<file path="src/rtl/alu_wb_ctrl.sv">
// ALU writeback / hazard controller: decodes issue, tracks pending multiplies, owns the register-file write port and branch flush.
// Define WB_BYPASS_EN to forward the next writeback and drop the one-cycle RAW bubble on single-cycle results.
module alu_wb_ctrl (
    input  logic        clk_i,
    input  logic        rst_i,
    input  logic        issue_valid_i,
    input  logic [15:0] issue_instr_i,
    input  logic [15:0] alu_out_i,
    input  logic [1:0]  alu_status_i,
    input  logic [15:0] ex_instr_i,
    input  logic        br_taken_i,
    input  logic [15:0] br_target_i,
    output logic        stall_o,
    output logic        flush_o,
    output logic        redirect_valid_o,
    output logic [15:0] redirect_pc_o,
    output logic        wb_en_o,
    output logic [3:0]  wb_addr_o,
    output logic [15:0] wb_data_o,
    output logic        fwd_valid_o,
    output logic [3:0]  fwd_addr_o,
    output logic [15:0] fwd_data_o
);

    typedef enum logic [1:0] {
        S_RUN    = 2'd0,
        S_FLUSH1 = 2'd1,
        S_FLUSH2 = 2'd2
    } state_t;

    state_t      state_q;
    logic        flush_q;
    logic        redirect_valid_q;
    logic [15:0] redirect_pc_q;
    logic        wb_en_q;
    logic [3:0]  wb_addr_q;
    logic [15:0] wb_data_q;
    logic        wb_single_q;
    logic [3:0]  fifo_rd_q [3];
    logic [1:0]  fifo_cnt_q;

    logic        wb_en_d;
    logic [3:0]  wb_addr_d;
    logic [15:0] wb_data_d;
    logic        wb_single_d;
    logic [3:0]  fifo_rd_d [3];
    logic [1:0]  fifo_cnt_d;

    logic [3:0]  op;
    logic        has_rd;
    logic [3:0]  rd;
    logic        src_a_v;
    logic [3:0]  src_a;
    logic        src_b_v;
    logic [3:0]  src_b;
    logic [3:0]  ex_rd;

    logic        mul_ret;
    logic        pop;
    logic        push;
    logic        alu_busy;
    logic        fifo_full;
    logic        raw_fifo;
    logic        raw_wb;
    logic        stall;
    logic        accept;
    logic        iss_wb;

    assign op    = issue_instr_i[15:12];
    assign ex_rd = ex_instr_i[11:8];

    always_comb begin
        has_rd  = 1'b0;
        rd      = issue_instr_i[11:8];
        src_a_v = 1'b0;
        src_a   = issue_instr_i[7:4];
        src_b_v = 1'b0;
        src_b   = issue_instr_i[3:0];
        case (op)
            4'h0, 4'h1, 4'h2, 4'h3, 4'h4, 4'h5: begin
                has_rd  = 1'b1;
                src_a_v = 1'b1;
                src_b_v = 1'b1;
            end
            4'h6, 4'h7, 4'h8, 4'h9, 4'hA: begin
                has_rd  = 1'b1;
                src_b_v = 1'b1;
            end
            4'hD: begin
                src_a   = issue_instr_i[11:8];
                src_a_v = 1'b1;
                src_b_v = 1'b1;
            end
            4'hE: begin
                has_rd = 1'b1;
                rd     = issue_instr_i[3:0];
            end
            4'hF: begin
                has_rd  = 1'b1;
                rd      = issue_instr_i[3:0];
                src_a   = issue_instr_i[11:8];
                src_a_v = 1'b1;
            end
            default: ;
        endcase
    end

    // Hazard detection against pending multiplies and, without bypass, the write in flight
    always_comb begin
        raw_fifo = 1'b0;
        for (int i = 0; i < 3; i++) begin
            if (2'(i) < fifo_cnt_q) begin
                if ((src_a_v && (src_a == fifo_rd_q[i])) ||
                    (src_b_v && (src_b == fifo_rd_q[i]))) begin
                    raw_fifo = 1'b1;
                end
            end
        end
`ifdef WB_BYPASS_EN
        raw_wb = 1'b0;
`else
        raw_wb = wb_en_q && wb_single_q &&
                 ((src_a_v && (src_a == wb_addr_q)) || (src_b_v && (src_b == wb_addr_q)));
`endif
    end

    assign mul_ret   = (alu_status_i != 2'd0);
    assign alu_busy  = mul_ret && (op != 4'h5);
    assign fifo_full = (op == 4'h5) && (fifo_cnt_q == 2'd3) && !mul_ret;
    assign stall     = (state_q == S_RUN) && issue_valid_i &&
                       (alu_busy || raw_fifo || raw_wb || fifo_full);
    assign accept    = issue_valid_i && !stall && (state_q == S_RUN);
    assign pop       = mul_ret && (fifo_cnt_q != 2'd0);
    assign push      = accept && (op == 4'h5);
    assign iss_wb    = accept && has_rd && (op != 4'h5) && !mul_ret;

    // In-order pending-multiply queue; a pop shifts toward the head before any push lands
    always_comb begin
        fifo_rd_d  = fifo_rd_q;
        fifo_cnt_d = fifo_cnt_q;
        if (pop) begin
            fifo_rd_d[0] = fifo_rd_q[1];
            fifo_rd_d[1] = fifo_rd_q[2];
            fifo_cnt_d   = fifo_cnt_q - 2'd1;
        end
        if (push) begin
            for (int i = 0; i < 3; i++) begin
                if (2'(i) == fifo_cnt_d) begin
                    fifo_rd_d[i] = rd;
                end
            end
            fifo_cnt_d = fifo_cnt_d + 2'd1;
        end
    end

    always_comb begin
        wb_en_d     = 1'b0;
        wb_addr_d   = wb_addr_q;
        wb_data_d   = wb_data_q;
        wb_single_d = 1'b0;
        if (pop) begin
            wb_en_d = (ex_rd != 4'd0);
            if (wb_en_d) begin
                wb_addr_d = ex_rd;
                wb_data_d = alu_out_i;
            end
        end else if (iss_wb) begin
            wb_en_d     = (rd != 4'd0);
            wb_single_d = wb_en_d;
            if (wb_en_d) begin
                wb_addr_d = rd;
                wb_data_d = alu_out_i;
            end
        end
    end

    always_ff @(posedge clk_i) begin
        if (rst_i) begin
            state_q          <= S_RUN;
            flush_q          <= 1'b0;
            redirect_valid_q <= 1'b0;
            redirect_pc_q    <= 16'd0;
            wb_en_q          <= 1'b0;
            wb_addr_q        <= 4'd0;
            wb_data_q        <= 16'd0;
            wb_single_q      <= 1'b0;
            fifo_cnt_q       <= 2'd0;
            fifo_rd_q        <= '{default: 4'd0};
        end else begin
            wb_en_q          <= wb_en_d;
            wb_addr_q        <= wb_addr_d;
            wb_data_q        <= wb_data_d;
            wb_single_q      <= wb_single_d;
            fifo_cnt_q       <= fifo_cnt_d;
            fifo_rd_q        <= fifo_rd_d;
            redirect_valid_q <= 1'b0;
            case (state_q)
                S_RUN: begin
                    if (accept && br_taken_i) begin
                        state_q          <= S_FLUSH1;
                        flush_q          <= 1'b1;
                        redirect_valid_q <= 1'b1;
                        redirect_pc_q    <= br_target_i;
                    end
                end
                S_FLUSH1: begin
                    state_q <= S_FLUSH2;
                    flush_q <= 1'b1;
                end
                S_FLUSH2: begin
                    state_q <= S_RUN;
                    flush_q <= 1'b0;
                end
                default: begin
                    state_q <= S_RUN;
                    flush_q <= 1'b0;
                end
            endcase
        end
    end

    assign stall_o          = stall;
    assign flush_o          = flush_q;
    assign redirect_valid_o = redirect_valid_q;
    assign redirect_pc_o    = redirect_pc_q;
    assign wb_en_o          = wb_en_q;
    assign wb_addr_o        = wb_addr_q;
    assign wb_data_o        = wb_data_q;

`ifdef WB_BYPASS_EN
    assign fwd_valid_o = wb_en_d && !rst_i;
    assign fwd_addr_o  = rst_i ? 4'd0 : wb_addr_d;
    assign fwd_data_o  = rst_i ? 16'd0 : wb_data_d;

    logic unused_bits;
    assign unused_bits = ^{ex_instr_i[15:12], ex_instr_i[7:0], wb_single_q};
`else
    assign fwd_valid_o = 1'b0;
    assign fwd_addr_o  = 4'd0;
    assign fwd_data_o  = 16'd0;

    logic unused_bits;
    assign unused_bits = ^{ex_instr_i[15:12], ex_instr_i[7:0]};
`endif

endmodule

</file>
<file path="config.mk">
export PLATFORM = sky130hd
export DESIGN_NAME = alu_wb_ctrl
export DESIGN_NICKNAME = d
export VERILOG_FILES = /design/src/rtl/alu_wb_ctrl.sv
export SDC_FILE = /design/constraint.sdc
export NUM_CORES = 1
export LEC_CHECK = 0
export BUFFER_PORTS_ARGS = -buffer_cell sky130_fd_sc_hd__buf_2
export CAP_MARGIN = 15
export CELL_PAD_IN_SITES_DETAIL_PLACEMENT = 0
export CELL_PAD_IN_SITES_GLOBAL_PLACEMENT = 2
export CORE_MARGIN = 5
export CORE_UTILIZATION = 26
export DETAILED_ROUTE_END_ITERATION = 10
export GPL_ROUTABILITY_DRIVEN = 0
export HOLD_SLACK_MARGIN = 0.15
export MAX_ROUTING_LAYER = met4
export PLACE_DENSITY_LB_ADDON = 0.1
export SYNTH_ARGS = -nofsm -noshare
export SYNTH_HDL_FRONTEND = slang
export SYNTH_SLANG_ARGS = --single-unit
</file>
<file path="constraint.sdc">
create_clock -name clk_i -period 3.34 [get_ports clk_i]
set_clock_uncertainty 0.15 [all_clocks]
set_input_delay 0.668 -clock clk_i [delete_from_list [all_inputs] [get_ports clk_i]]
set_output_delay 0.668 -clock clk_i [all_outputs]
set_load 0.01 [all_outputs]
</file>
---- Word-level counts from Yosys, hierarchy flattened ----
Index checks and enable logic that the tools add are counted.
operators by class
  bitwise operators ....................... 1
  shifts and indexed selects .............. 0
  $lt $le $gt $ge ......................... 3
  reductions and logical operators ........ 51
  add/subtract/negate cells ............... 2
  multiplexer cells ....................... 33
  multipliers ............................. 0
  eq/ne operators ......................... 28
  div/mod/pow operators ................... 0
operator list
  kind                                                 count
  two-way mux 16 bit                                   4
  two-way mux 4 bit                                    9
  equality test 4 bit                                  8
  equality test 4 bit, second input constant           6
  logical AND 1 bit                                    23
  equality test 4 x 3 -> 1 bit, second input constant  4
  two-way mux 1 bit                                    13
  OR reduction 13 bit                                  1
  two-way mux 12 bit                                   1
  OR reduction 12 bit                                  1
  equality test 4 x 2 -> 1 bit, second input constant  2
  two-way mux 8 bit                                    1
  nonzero test 2 bit                                   4
  nonzero test 4 bit                                   2
  OR reduction 2 bit                                   4
  OR reduction 8 bit                                   1
  logical OR 1 bit                                     7
  two-way mux 2 bit                                    3
  equality test 4 x 1 -> 1 bit, second input constant  1
  logical NOT 2 bit                                    2
  logical NOT 4 bit                                    1
  < comparator 1 x 2 -> 1 bit, first input constant    2
  != test 2 x 1 -> 1 bit, second input constant        2
  != test 4 x 3 -> 1 bit, second input constant        1
  13 further kinds                                     15
storage, ports and cells
  output and inout bits ................... 61
  bits in writable memories ............... 0
  logic and storage cells ................. 130
  memories kept ........................... 0
  flip-flop bits (word level) ............. 56
  memory bits (read-only) ................. 0
  latch bits .............................. 0
  input port bits ......................... 70

---- Depth between registers and ports, before layout ----
Gate-level depths: netlist (run 1).
  word-level depth ........................ 24
  mapped depth ............................ 12
  depth with buffers taken out ............ 9

---- Worst setup path after synthesis (run 1) ----
No wires, ideal clock.
  path kind ............................... input to output
  start point ............................. input issue_instr_i[15]
  end point ............................... output stall_o
  arrival time ............................ 2637 ps
  path buffers ............................ 2
  cell stages on the path ................. 9
  data required time ...................... 2522 ps
  slack ................................... -115 ps
  cell sequence ........................... buf_4 nand3_4 mux2_4 a221o_1 a2111oi_4 nor4_1 and3_1 buf_6 and2b_1
on the way
  word-level cells in the longest chain between the ends .. 16
  elaborated cells between the ends (all ways) .. 50
  those cells by class .................... eq/ne: 17; mux: 9; reduce/logical: 24
ends and longest elaborated chain
  element                         RTL line  source
  start: declaration              7         input logic [15:0] issue_instr_i,
  equality test 4 bit             79        case (op)
  OR reduction 2 bit (no line)    -
  two-way mux 4 bit               79
  equality test 4 bit             113       if ((src_a_v && (src_a == fifo_rd_q[i])) ||
  logical AND 1 bit               113
  logical OR 1 bit                113
  two-way mux 1 bit               113
  two-way mux 1 bit               112       if (2'(i) < fifo_cnt_q) begin
  two-way mux 1 bit               113
  two-way mux 1 bit               112
  two-way mux 1 bit               113
  two-way mux 1 bit               112
  logical OR 1 bit (2 in series)  131       (alu_busy || raw_fifo || raw_wb || fifo_full);
  logical OR 1 bit *              131
  logical AND 1 bit *             130       assign stall = (state_q == S_RUN) && issue_valid_i &&
  end: declaration                13        output logic stall_o,
Mark *: on every way between the ends. The rest lies on a longest branch, timed or not.

---- Worst setup path in the final report (run 1) ----
  start point ............................. input issue_instr_i[14]
  end point ............................... output stall_o
Same word-level chain as after synthesis.

==> impl_results.md, run 1 <==
- Status: complete, no violations
- Slew at the pin closest to its max-slew limit: 833.3 ps
- Via density: 4.463
- Switching pwr: 792.4 uW
- Area grow syn2layout: 25.87%
- Worst Setup Start Kind: primary input
- Fin. Hold Viols: 0
- Power, Total: 2.260 mW
- CP cell instances: buf_6, nand3_4, mux2_4, a221o_1, a2111oi_4, nor4_2, and3_1, and2b_1, buf_2
- Largest net degree at the start of global routing: 48
- Yosys cell types: 58
- Port Buf Inserts: 97
- Clock network power share: 26.2%
- Post-synth top area share: 31.54%
- Syn Area/Cell: 8.954 um^2
- Internal power: 1.467 mW
- Sink Count: 56
- Synth area leader: dfxtp_1
- Number of flops mapped to enable cells by yosys: 0
- CTS Buf Count: 5
- Root buffer cell: clkbuf_16
- VDD IR max: 0.1916 mV
- Initial Utilization: 26.63%
- Sequential share of power: 37.5%
- Layout cell share with drive strength beyond 1: 31.03%
- Initial drt markers: 125
- Final WL: 10.37 mm
- Top FF cell, synth: dfxtp_1
- Most frequent cells after synthesis: dfxtp_1, mux2i_1, nor2_1, nand2b_1, nand2_1
- Clock Tree Buf Depth: 2
- Core area: 13350 um^2
- DR top layer: met4
- MaxCap Viol Count: 0
- Worst-path maximum fanout: 5
- I/O pins: 131
- Pleak: 2.151 nW
- Comb power frac: 36.3%
- Post-synthesis sequential area ratio: 31.54%
- Dpl hpwl: 8.275 mm
- Row cnt: 42
- Slowest stage delay, CP: 350 ps
- DR WL met3: 517 um
- Die X: 126.9 um
- Bufs and invs on worst path: 2
- Async SR Flop Fraction: 0%
- # hold bufs at CTS: 0
- Total Die Area: 16110 um^2
- #FFs+latches synth: 56
- Net Sw Frac: 35.06%
- Final Core Density: 33.52%
- Synth top area cells: dfxtp_1, mux2i_1, nand2b_1
- Final setup fails: 0
- Final net count: 582
- Max-slew violations: 0
- Period minus WS final: 3243 ps
- Top-count cell post-synth: dfxtp_1
- Metal-1 WL: 4.816 mm
- Pwr per Cell Area: 505.1 nW/um^2
- Vias in the first global route: 3194
- Clk slew on worst S/H paths: 70 ps
- Period utilization: 97.09%
- Detail Route Antenna Nets: 0
- Clock latency on the worst-skew pair: 290 ps
- YS warnings: 0
- H-tree Lvls: 2
- Syn Inst Count: 397
- Routed wire length per instance: 15.18 um
- Relative slew slack: 44.45%
- Setup ws final: 97.12 ps
- WL met2: 4.817 mm
- Crit path DAT: 2420 ps
- Min-delay worst type: flip-flop to flip-flop
- First-pass GRT wire length: 16.40 mm
- Post-Syn Area: 3555 um^2
- Worst Setup Path Type: primary input to primary output
- RSZ-0062 raised after global routing: no
- Overflow after GRT: 0
- CP Capture Type: primary output
- Initial antenna violation count: 1
- Max Clk Rate: 0.3084 GHz
- Die Ht: 126.9 um
- Setup WS pre-CTS: -38.14 ps
- Critical Path RT: 2520 ps
- Worst path slowest cell: a221o_1
- CP delay by family, top: compound AO/OA/AOI/OAI gates
- First-pass DRT Iterations: 4
- Total Routing Usage GR: 13.11%
- Routed via count: 3048
- CTS tree: built
- DRC: 0
[worst paths after layout]
check | start | to | slack (ps) | cells past startpoint
setup / recovery | issue_instr_i[14] | stall_o | 100 | 9
hold / removal | state_q[1]$_SDFFE_PP0P_ | state_q[1]$_SDFFE_PP0P_ | 300 | 1
setup reg to reg | wb_addr_o[1]$_SDFFE_PP0P_ | fifo_rd_q[0]$_SDFFE_PP0P_ | 600 | 9
hold reg to reg | state_q[1]$_SDFFE_PP0P_ | state_q[1]$_SDFFE_PP0P_ | 300 | 1
[cell type report]
type / count / area [um^2]
Fill cell: 1436 / 8874
Multi-Input combinational cell: 301 / 2151
Sequential cell: 56 / 1122
Timing Repair Buffer: 129 / 769.5
Tap cell: 176 / 220.2
Clock buffer: 6 / 128.9
Inverter: 12 / 45.04
Clock inverter: 2 / 35.03
Antenna cell: 1 / 2.502
[cells by family (layout without fill, tap and decap cells)]
family	after synthesis	in the layout	share of synthesized area (%)
xor gates and xnor gates	26	26	6.406
AOI/OAI and AO/OA	53	53	10.84
buffers and inverters	60	149	10.59
adders and majority gates	7	7	2.464
muxes	54	54	15.80
and+or+nand+nor	140	140	22.25
other	1	22	0.1055
DFF	56	56	31.54
[worst reg2reg max path, cell delays in order (launching register included)]
cell,delay (ps)
dfxtp_1,490
o221ai_1,160
a2111o_1,410
a2111oi_4,390
nor4_2,100
and3_1,180
buf_4,130
buf_4,170
nand3_4,110
mux2_1,330
[cell usage in the layout (no fill, tap or decap), types with 4 or more instances in the layout]
cell       count
nand3_1        6
buf_2         94
inv_1         12
o21ai_0        6
nand3_4        4
mux2i_1       39
clkbuf_16      5
a21oi_1       19
nor2_1        38
ha_1           7
nand2_1       23
xnor2_1       17
buf_4         30
nand4b_1       4
nor2b_1        4
conb_1        21
xor2_1         9
mux2_1        10
nor3_1         4
nand2b_1      35
dfxtp_1       55
[metrics by stage]
| step | area [um^2] | instances | hold WS, ps | TNS, ps |
|---|---|---|---|---|
| 2_1_floorplan | 3632 | 417 | 273.4 | 0 |
| 3_3_place_gp | 4262 | 673 | 289.5 | 0 |
| 3_5_place_dp | 4262 | 673 | 296.5 | -38.14 |
| 4_1_cts | 4452 | 682 | 308.6 | 0 |
| 5_1_grt | 4474 | 683 | 330.8 | 0 |
| 6_report | 4474 | 683 | 301.4 | 0 |
[metal layers]
metal | vias up | global-route usage [%]
met5 | - | -
met4 | 0 | 3.849
met3 | 12 | 2.648
met2 | 89 | 21.14
met1 | 1413 | 16.64
li1 | 1534 | -
[flip-flops by register name (all words and copies together), names as in the netlist]
| register | flops |
|---|---|
| redirect_pc_o | 16 |
| wb_data_o | 16 |
| fifo_rd_q | 12 |
| wb_addr_o | 4 |
| fifo_cnt_q | 2 |
| state_q | 2 |
| flush_o | 1 |
| redirect_valid_o | 1 |
| wb_en_o | 1 |
| wb_single_q | 1 |
[timing repair]
action	in CTS	in global routing
resized for setup	6	5
pin swaps	5	4
endpoints found under the setup margin	1	1
buffers inserted	1	0
[power by group through the flow]
stage               registers, mW  logic, mW  clock network [mW]
global route                0.866      0.905               0.647
floorplan                   0.882      0.584                   0
detailed placement          0.867      0.825                   0
global placement            0.863      0.816                   0
CTS                         0.852      0.833               0.620
finish                      0.848      0.819               0.592
(Power assumes the default switching activity.)
==> inputs of run 2 (changes only) <==
--- a/config.mk
+++ b/config.mk
@@ -9,6 +9,7 @@
 export CAP_MARGIN = 15
 export CELL_PAD_IN_SITES_DETAIL_PLACEMENT = 0
 export CELL_PAD_IN_SITES_GLOBAL_PLACEMENT = 2
+export CORE_ASPECT_RATIO = 0.9
 export CORE_MARGIN = 5
 export CORE_UTILIZATION = 26
 export DETAILED_ROUTE_END_ITERATION = 10
@@ -16,6 +17,7 @@
 export HOLD_SLACK_MARGIN = 0.15
 export MAX_ROUTING_LAYER = met4
 export PLACE_DENSITY_LB_ADDON = 0.1
+export SLEW_MARGIN = 25
 export SYNTH_ARGS = -nofsm -noshare
 export SYNTH_HDL_FRONTEND = slang
 export SYNTH_SLANG_ARGS = --single-unit
==> impl_results.md, run 2 (synthesized netlist as in run 1, its figures left out) <==
- Status: complete, no violations
- CP cell instances: buf_12, nand3_4, mux2_4, buf_6, a21oi_2, and4b_2, nor4_2, and3_1, and2b_1, buf_2
- MaxCap Viol Count: 0
- Pleak: 2.152 nW
- Vias in the first global route: 3101
- Slowest stage delay, CP: 320 ps
- Die Ht: 120.9 um
- Sink Count: 56
- First-pass DRT Iterations: 4
- CP Capture Type: primary output
- CTS tree: built
- Relative slew slack: 43.43%
- Final net count: 582
- Root buffer cell: clkbuf_16
- Worst path slowest cell: mux2_4
- Clk slew on worst S/H paths: 70 ps
- Critical Path RT: 2520 ps
- VDD IR max: 0.2513 mV
- Dpl hpwl: 8.401 mm
- Final WL: 10.64 mm
- CTS Buf Count: 5
- Detail Route Antenna Nets: 0
- Initial antenna violation count: 2
- Clock latency on the worst-skew pair: 300 ps
- I/O pins: 131
- Routed wire length per instance: 15.74 um
- Setup crit start: issue_instr_i[15]
- Worst Setup Start Kind: primary input
- Total Die Area: 16110 um^2
- Reg-to-reg startpoint: fifo_cnt_q[1]$_SDFF_PP0_
- Slew at the pin closest to its max-slew limit: 837.7 ps
- RSZ-0062 raised after global routing: yes
- Pwr per Cell Area: 514.1 nW/um^2
- Commonest non-fill, non-tap cells in the layout: buf_2, dfxtp_1, mux2i_1
- Max-slew violations: 0
- Largest net degree at the start of global routing: 33
- Final setup fails: 0
- Fin. Hold Viols: 0
- Die X: 133.3 um
- Crit path DAT: 2440 ps
- Hold WS: 309.5 ps
- CP Depth: 10
- Setup crit end: stall_o
- Most common cell after layout, fill and taps aside: buf_2
- Overflow after GRT: 0
- Total Routing Usage GR: 13.39%
- CP delay by family, top: simple AND/OR/NAND/NOR gates
- Row cnt: 40
- Bufs and invs on worst path: 3
- Reg2reg setup slack: 710 ps
- Period minus WS final: 3262 ps
- Layout Cells excl Fill: 676
- Via density: 4.589
- R2R depth: 8
- Core area: 13360 um^2
- Min-delay worst type: flip-flop to flip-flop
- Max Clk Rate: 0.3066 GHz
- Routed via count: 3102
- Area grow syn2layout: 25.17%
- DRC: 0
- Port Buf Inserts: 97
- Clock Tree Buf Depth: 2
- Worst-path maximum fanout: 4
- Placed cells: 664
- First-pass GRT wire length: 16.78 mm
- Period utilization: 97.65%
- H-tree Lvls: 2
- Worst Setup Path Type: primary input to primary output
- Layout cell share with drive strength beyond 1: 30.63%
- Initial drt markers: 154
- Initial Utilization: 26.60%
- R2R Path End: fifo_rd_q[8]$_SDFF_PP0_
## run 2: cell types whose count changed in the layout (fill, tap and decap cells not counted), sizes merged
cell	delta
diode	+1
## run 2: report_power, final
part	internal, mW	total, mW	switching, mW
registers	0.762	0.837	0.0750
clock network	0.354	0.605	0.251
logic	0.354	0.844	0.491
## run 2: per-stage QoR
stage          TNS [ps]  worst slack (ps)  instance area, um^2  utilization (%)  total power, mW
5_1_grt          -12.48            -12.48                 4449            33.30            2.436
6_report              0             78.44                 4449            33.30            2.287
2_1_floorplan         0             13.13                 3632                -            1.466
3_3_place_gp     -35.96            -35.96                 4219            31.57            1.689
4_1_cts               0             18.50                 4409            33.00            2.327
3_5_place_dp     -17.56            -17.56                 4219            31.57            1.699
## run 2: worst reg2reg max path, stage by stage (launching register included)
cell	delay (ps)
dfxtp_1	400
inv_1	110
ha_1	210
or4_1	520
a32o_1	270
and3_1	200
buf_4	180
nand3_4	120
mux2_1	350
## run 2: worst min path at each step
stage                     cells after the start  slack, ps               startpoint                      end
final                                         1        310  state_q[1]$_SDFFE_PP0P_  state_q[1]$_SDFFE_PP0P_
after global routing                          1        330  state_q[1]$_SDFFE_PP0P_  state_q[1]$_SDFFE_PP0P_
after CTS                                     1        310  state_q[1]$_SDFFE_PP0P_  state_q[1]$_SDFFE_PP0P_
after detailed placement                      1        300  state_q[1]$_SDFFE_PP0P_  state_q[1]$_SDFFE_PP0P_
after global placement                        1        290  state_q[1]$_SDFFE_PP0P_  state_q[1]$_SDFFE_PP0P_
after floorplan                               1        270  state_q[1]$_SDFFE_PP0P_  state_q[1]$_SDFFE_PP0P_
## run 2: final cells by class
cell class                      instances  area [um^2]
Inverter                               12        45.04
Multi-Input combinational cell        301         2143
Sequential cell                        56         1121
Clock buffer                            6        128.9
Tap cell                              168        210.2
Fill cell                            1418         8914
Antenna cell                            2        5.005
Clock inverter                          2        35.03
Timing Repair Buffer                  129        760.7
## run 2: metal layers
metal  vias to the layer above  GRT usage (%)  part of all wire [%]
met2                       108          20.27                    44
met4                         0          3.985                   1.6
li1                       1540              -                     -
met1                      1444          17.78                    48
met5                         -              -                     0
met3                        10          3.275                   6.6
## run 2: repair_timing
| item | CTS | global route |
|---|---|---|
| resized for setup | 6 | 7 |
| setup endpoints to repair | 1 | 1 |
| buffers inserted | 1 | 1 |
| pin swaps | 5 | 6 |
| hold buffers | 0 | 0 |
